### config.mk
export PLATFORM = sky130hd
export DESIGN_NAME = bldc_commutator
export DESIGN_NICKNAME = d
export VERILOG_FILES = /design/src/rtl/bldc_pkg.sv /design/src/rtl/bldc_commutator_hall_filter.sv /design/src/rtl/bldc_commutator.sv
export SDC_FILE = /design/constraint.sdc
export NUM_CORES = 1
export LEC_CHECK = 0
export ABC_AREA = 0
export CAP_MARGIN = 10
export CORE_ASPECT_RATIO = 1.1
export CORE_MARGIN = 2
export CORE_UTILIZATION = 61
export DETAILED_ROUTE_END_ITERATION = 8
export HOLD_SLACK_MARGIN = 0.15
export PLACE_DENSITY = 0.84
export SLEW_MARGIN = 20
export SYNTH_ARGS = -nofsm -noshare
export SYNTH_HDL_FRONTEND = slang
export SYNTH_HIERARCHICAL = 1
export SYNTH_SLANG_ARGS = --single-unit
export TNS_END_PERCENT = 10
### constraint.sdc
create_clock -name CLK -period 5.25 [get_ports CLK]
set_input_delay 1.05 -clock CLK [delete_from_list [all_inputs] [get_ports CLK]]
set_output_delay 1.05 -clock CLK [all_outputs]
set_load 0.02 [all_outputs]
### src/rtl/bldc_pkg.sv
// Shared definitions for the six-step BLDC commutator: gate indices, FSM
// encoding, invalid hall codes and the hall-to-gate commutation table.
package bldc_pkg;

  // Gate vector bit positions, {HA,LA,HB,LB,HC,LC}
  localparam int unsigned GATE_HA = 5;
  localparam int unsigned GATE_LA = 4;
  localparam int unsigned GATE_HB = 3;
  localparam int unsigned GATE_LB = 2;
  localparam int unsigned GATE_HC = 1;
  localparam int unsigned GATE_LC = 0;

  // Dead-time FSM encoding
  localparam logic [1:0] StIdle  = 2'd0;
  localparam logic [1:0] StDrive = 2'd1;
  localparam logic [1:0] StDead  = 2'd2;
  localparam logic [1:0] StFault = 2'd3;

  localparam logic [2:0] HALL_INVALID_0 = 3'b000;
  localparam logic [2:0] HALL_INVALID_1 = 3'b111;

  function automatic logic [5:0] gate_pair(input int unsigned hi, input int unsigned lo);
    logic [5:0] g;
    g = '0;
    g[hi] = 1'b1;
    g[lo] = 1'b1;
    return g;
  endfunction

  // Exchange high and low side of every phase (reverse direction / complement lookup)
  function automatic logic [5:0] swap_pairs(input logic [5:0] g);
    return {g[4], g[5], g[2], g[3], g[0], g[1]};
  endfunction

  function automatic logic hall_is_invalid(input logic [2:0] hall);
    return (hall == HALL_INVALID_0) || (hall == HALL_INVALID_1);
  endfunction

  // Forward table; reverse is the same table with each phase's H/L swapped
  function automatic logic [5:0] commutate(input logic [2:0] hall, input logic dir);
    logic [5:0] g;
    case (hall)
      3'b101:  g = gate_pair(GATE_HA, GATE_LB);
      3'b100:  g = gate_pair(GATE_HA, GATE_LC);
      3'b110:  g = gate_pair(GATE_HB, GATE_LC);
      3'b010:  g = gate_pair(GATE_HB, GATE_LA);
      3'b011:  g = gate_pair(GATE_HC, GATE_LA);
      3'b001:  g = gate_pair(GATE_HC, GATE_LB);
      default: g = '0;
    endcase
    return dir ? swap_pairs(g) : g;
  endfunction

endpackage

### src/rtl/bldc_commutator_hall_filter.sv
// Hall input conditioning: 2-flop synchroniser per bit, then a code is
// accepted only after HALL_FILTER consecutive identical synchronised samples.
module hall_filter #(
  parameter int unsigned HALL_FILTER = 4
) (
  input  logic       clk_i,
  input  logic       rst_i,
  input  logic [2:0] hall_i,
  output logic [2:0] hall_o,
  output logic       seen_o
);

  localparam int unsigned RunW = $clog2(HALL_FILTER + 1);
  localparam logic [RunW-1:0] RunMax = RunW'(HALL_FILTER);

  logic [2:0]      sync1_q, sync2_q, cand_q, cand_d, state_q, state_d;
  logic [RunW-1:0] run_q, run_d;
  logic [1:0]      vld_q;
  logic            seen_q, seen_d;

  // Count identical samples; vld_q keeps the synchroniser's reset contents from counting
  always_comb begin
    cand_d  = cand_q;
    run_d   = run_q;
    state_d = state_q;
    seen_d  = seen_q;
    if (vld_q[1]) begin
      cand_d = sync2_q;
      if (sync2_q != cand_q) begin
        run_d = RunW'(1);
      end else if (run_q != RunMax) begin
        run_d = run_q + RunW'(1);
      end
      if (run_d == RunMax) begin
        state_d = sync2_q;
        seen_d  = 1'b1;
      end
    end
  end

  // Synchroniser, debounce counter and accepted code
  always_ff @(posedge clk_i or posedge rst_i) begin
    if (rst_i) begin
      sync1_q <= '0;
      sync2_q <= '0;
      vld_q   <= '0;
      cand_q  <= '0;
      run_q   <= '0;
      state_q <= '0;
      seen_q  <= 1'b0;
    end else begin
      sync1_q <= hall_i;
      sync2_q <= sync1_q;
      vld_q   <= {vld_q[0], 1'b1};
      cand_q  <= cand_d;
      run_q   <= run_d;
      state_q <= state_d;
      seen_q  <= seen_d;
    end
  end

  assign hall_o = state_q;
  assign seen_o = seen_q;

endmodule

### src/rtl/bldc_commutator.sv
// Six-step BLDC commutation stage: PWM counter with period-aligned duty latch,
// commutation target mux, dead-time FSM for the six gate drives, and a sticky
// invalid-hall fault.
module bldc_commutator import bldc_pkg::*; #(
  parameter int unsigned PWM_BITS    = 9,
  parameter int unsigned DEADTIME    = 8,
  parameter int unsigned HALL_FILTER = 4
) (
  input  logic                CLK,
  input  logic                reset,
  input  logic                hall1,
  input  logic                hall2,
  input  logic                hall3,
  input  logic [PWM_BITS-1:0] pwm,
  input  logic                enable,
  input  logic                brake,
  input  logic                clear_fault,
  output logic [5:0]          GATES,
  output logic                fault,
  output logic [2:0]          hall_state,
  output logic                period_tick
);

  localparam int unsigned CntW = PWM_BITS - 1;
  localparam int unsigned DtW  = (DEADTIME > 1) ? $clog2(DEADTIME) : 1;
  localparam logic [DtW-1:0] DtLoad = DtW'(DEADTIME - 1);

  logic [CntW-1:0]     cnt_q, mag_q, mag_d;
  logic                dir_q, tick_q, wrap;
  logic [PWM_BITS-1:0] pwm_neg, pwm_abs;
  logic [2:0]          hall_acc;
  logic                hall_seen, fault_set, fault_q, fault_d, on;
  logic [5:0]          target, new_on, gates_q, gates_d;
  logic [1:0]          state_q, state_d;
  logic [DtW-1:0]      dtcnt_q, dtcnt_d;

  hall_filter #(
    .HALL_FILTER(HALL_FILTER)
  ) u_hall_filter (
    .clk_i  (CLK),
    .rst_i  (reset),
    .hall_i ({hall1, hall2, hall3}),
    .hall_o (hall_acc),
    .seen_o (hall_seen)
  );

  // |pwm| with the most-negative code saturated into the magnitude range
  always_comb begin
    pwm_neg = -pwm;
    pwm_abs = pwm[PWM_BITS-1] ? pwm_neg : pwm;
    mag_d   = pwm_abs[PWM_BITS-1] ? '1 : pwm_abs[CntW-1:0];
  end

  assign wrap = (cnt_q == '1);
  assign on   = (cnt_q < mag_q);

  // Free-running counter; duty and direction only change at the period boundary
  always_ff @(posedge CLK or posedge reset) begin
    if (reset) begin
      cnt_q  <= '0;
      mag_q  <= '0;
      dir_q  <= 1'b0;
      tick_q <= 1'b0;
    end else begin
      cnt_q  <= cnt_q + CntW'(1);
      tick_q <= wrap;
      if (wrap) begin
        mag_q <= mag_d;
        dir_q <= pwm[PWM_BITS-1];
      end
    end
  end

  // Sticky fault; an invalid accepted code outranks a simultaneous clear
  always_comb begin
    fault_set = hall_seen && hall_is_invalid(hall_acc);
    fault_d   = fault_set || (fault_q && !clear_fault);
  end

  // Desired gate pattern before dead-time sequencing
  always_comb begin
    target = '0;
    if (fault_q || !enable) begin
      target = '0;
    end else if (brake) begin
      target[GATE_LA] = 1'b1;
      target[GATE_LB] = 1'b1;
      target[GATE_LC] = 1'b1;
    end else if (on) begin
      target = commutate(hall_acc, dir_q);
    end
  end

  // Dead-time sequencing: turn-offs pass at once, any turn-on waits DEADTIME clocks
  always_comb begin
    state_d = state_q;
    gates_d = gates_q;
    dtcnt_d = dtcnt_q;
    new_on  = target & ~gates_q;
    if (fault_q || !enable) begin
      gates_d = '0;
      dtcnt_d = '0;
      state_d = fault_q ? StFault : StIdle;
    end else begin
      case (state_q)
        StDead: begin
          if (dtcnt_q != '0) begin
            gates_d = gates_q & target;
            dtcnt_d = dtcnt_q - DtW'(1);
          end else if ((new_on & swap_pairs(gates_q)) != '0) begin
            // Target flipped a phase at the last moment: its partner is still on
            gates_d = gates_q & target;
            dtcnt_d = DtLoad;
          end else begin
            gates_d = target;
            state_d = (target == '0) ? StIdle : StDrive;
          end
        end
        StFault: begin
          gates_d = '0;
          state_d = StIdle;
        end
        default: begin
          if (new_on != '0) begin
            gates_d = gates_q & target;
            dtcnt_d = DtLoad;
            state_d = StDead;
          end else begin
            gates_d = target;
            state_d = (target == '0) ? StIdle : StDrive;
          end
        end
      endcase
    end
  end

  // FSM, gate and fault registers
  always_ff @(posedge CLK or posedge reset) begin
    if (reset) begin
      state_q <= StIdle;
      gates_q <= '0;
      dtcnt_q <= '0;
      fault_q <= 1'b0;
    end else begin
      state_q <= state_d;
      gates_q <= gates_d;
      dtcnt_q <= dtcnt_d;
      fault_q <= fault_d;
    end
  end

  assign GATES       = gates_q;
  assign fault       = fault_q;
  assign hall_state  = hall_acc;
  assign period_tick = tick_q;

endmodule
==> results_dict.tcl <==
set metrics [dict create \
    dp_cells 338 \
    cts_tree "done" \
    gr-total-overflow 0 \
    drive_above_1_share_pct 8.90 \
    setup.worst_path.class "in2reg" \
    min-delay-start "u_hall_filter/vld_q[0]$_DFF_PP0_" \
    numCtsBuffers 5 \
    wl_per_cell_um 16.1 \
    portBuffers 27 \
    synth-edff-count 0 \
    r2r_slack_ns 2.75 \
    critPathMaxStageDelay_ns 0.55 \
    critPathSlowestCell "clkdlybuf4s50_1" \
    post_cts_resized 0 \
    crit_family "simple AND/OR/NAND/NOR gates" \
    arrival_ns 3.08 \
    p_leak_uw 0.00140 \
    remaining_drc_errors 0 \
    outcome "finished clean" \
    ant_nets 0 \
    grt_pass1_vias 2097 \
    fp.dieH_um 73.8 \
    worst_pin_slew_ns 0.638 \
    diodes 0 \
    numClockSinks 48 \
    ys_types 64 \
    register_area_um2 1200 \
    nNetsFinal 321 \
    routed_wl_um 5560 \
    core_region_area_um2 4290 \
    syn-cell-area_um2 2700 \
    insertion_delay_ns 0.31 \
    yosysMostFrequentCell "dfrtp_1" \
    yosys_warnings 6 \
    grt_pass1_wl_um 9400 \
    postSynth.topFlopCell "dfrtp_1" \
    viasPerCell 6.08 \
    first_iter_violations 223 \
    dr.pass1.iters 7 \
    clock-root-buffer "clkbuf_8" \
    synth-seq-cells 48 \
    reg2reg_depth 7 \
    initial_core_util_pct 63.0 \
    via_count 2103 \
    slew_violations 0 \
    die_area_um2 4980 \
    critPathMaxFanout 7 \
    cap_violations 0 \
    synth_nets 295 \
    period_share_pct 54.6 \
    post-route-min-period_ns 2.87 \
    track_usage_pct 25.2 \
    setup.worst_path.end_class "flip-flop" \
    dp_hpwl_um 4140 \
    synth_area_leaders "dfrtp_1 44%, ha_1 6.0%, inv_1 4.3%, xnor2_1 2.9%, nand2b_1 2.5%" \
    synthArstFlopShare_pct 100 \
    reg2reg_from "cnt_q[2]$_DFF_PP0_" \
    final_cells 346 \
    whs_path_depth 0 \
    whs_endpoint "u_hall_filter/vld_q[1]$_DFF_PP0_" \
    gp_congestion 0.930 \
    power_density_nw_per_um2 324 \
    finalClockSkew_ns 0.00584 \
    die_w_um 67.4 \
    worstReg2RegEnd "state_q[0]$_DFFE_PP0P_" \
    critical_path_buf_inv_count 1 \
    synth_top_area_cell "dfrtp_1" \
    synth_top_area_share_pct 44.5 \
    synth.avg_cell_area_um2 10.2 \
    io_pins 28 \
    yosysSeqAreaShare_pct 44.5 \
    rows 25 \
    fmax_mhz 349 \
    grt_max_degree 31 \
    postCtsSetupRepairBufs 0 \
    whs_ns 0.355 \
    area.growth.synth_to_final_pct 14.3 \
    setup_viol 0 \
    clk_pin_slew_ns 0.09 \
    worst_ep_required_time_ns 5.46 \
    h-tree-depth 2 \
    min_path_type "reg2reg" \
    grt_antenna_before_repair 0 \
    relSlewSlack_pct 57.4 \
    rsz0062_at_grt "no" \
    path_cells "clkdlybuf4s50_1 > nand3b_2 > a31oi_1 > or4_4 > nor3_4 > o21ai_2 > a311oi_2" \
    hold_viol 0 \
    postLayoutCoreUtil_pct 72.0 \
    ctsHoldBuffers 0 \
    clock_path_buffers 2 \
    multiInputGateArea_um2 1330 \
    nFillCells 309 \
    critPathLaunchType "input pin" \
    synth_common_cells "48 x dfrtp_1, 31 x inv_1, 13 x ha_1, 13 x nand2_1" \
    peakVddDrop_uv 203 \
    syn_inst 265 \
    fin_setup_tns_ns 0 \
]
==> sequential cells by signal (all words and copies together) (netlist names) <==
signal / flops
u_hall_filter/run_q: 3
u_hall_filter/seen_o: 1
u_hall_filter/hall_o: 3
u_hall_filter/vld_q: 2
u_hall_filter/cand_q: 3
period_tick: 1
cnt_q: 8
state_q: 2
GATES: 6
dtcnt_q: 3
fault: 1
u_hall_filter/sync2_q: 3
u_hall_filter/sync1_q: 3
mag_q: 8
dir_q: 1
==> power by group <==
group	leakage [µW]	internal [µW]	switching [µW]
clock	0.0000491	98.2	137
combinational	0.000753	143	163
sequential	0.000599	410	51.0
==> cells in the final DEF (no fill, tap or decap), types with 3 or more instances in the layout <==
cell type and n:
xor2_1 5, a32o_1 3, nand2_1 13, dfrtp_1 48, inv_1 30, o22ai_1 3, nand2b_1 11, clkbuf_8 5
a31oi_1 5, and3_1 4, a21oi_1 11, a22oi_1 6, mux2_2 5, a211o_1 3, o211a_1 3, nand3_1 8
mux2_1 3, a211oi_1 3, ha_1 13, clkdlybuf4s50_1 27, o21ai_0 8, xnor2_1 9, nor2_1 9, nor3_1 5
==> logic make-up after synthesis <==
logic type	synth area share [%]
and+or+nand+nor	15.6
adders and majority gates	6.02
other	0.139
muxes	4.08
AOI/OAI and AO/OA	19.0
xor gates and xnor gates	4.54
buffers and inverters	6.16
DFF	44.5
==> metrics by stage <==
stage          worst slack (ns)  total power, µW  cell area (µm²)
2_1_floorplan              2.81              682             2700
6_report                   2.38             1000             3090
3_5_place_dp               2.08              769             2990
5_1_grt                    2.23             1060             3090
4_1_cts                    2.40             1000             3090
3_3_place_gp               2.12              757             2990
==> metal layers <==
| metal | global-route usage [%] | up-vias | share of wire, % |
|---|---|---|---|
| met3 | 5.05 | 20 | 4.1 |
| met1 | 30.0 | 1003 | 40 |
| li1 | - | 1009 | - |
| met2 | 43.8 | 71 | 53 |
| met4 | 10.9 | 0 | 2.9 |
| met5 | 0 | - | 0 |
==> worst max path at each step <==
| stage | from | endpoint | slack (ns) | cells past startpoint |
|---|---|---|---|---|
| 6_report | brake | GATES[1]$_DFF_PP0_ | 2.38 | 7 |
| 4_1_cts | brake | dtcnt_q[2]$_DFFE_PP0P_ | 2.40 | 7 |
| 2_1_floorplan | enable | dtcnt_q[2]$_DFFE_PP0P_ | 2.81 | 6 |
| 5_1_grt | brake | GATES[3]$_DFF_PP0_ | 2.23 | 7 |
| 3_3_place_gp | brake | dtcnt_q[2]$_DFFE_PP0P_ | 2.12 | 7 |
| 3_5_place_dp | brake | dtcnt_q[2]$_DFFE_PP0P_ | 2.08 | 7 |
==> layout make-up <==
class | count | share of cell area, %
clock buffers | 5 | 2.23
repair buffers | 27 | 8.76
flip-flops and latches | 48 | 38.9
well taps | 54 | 2.19
multi-input cells | 177 | 43.2
clock inverters | 3 | 0.851
inverters | 32 | 3.89
Power figures use the tool's default switching activity.
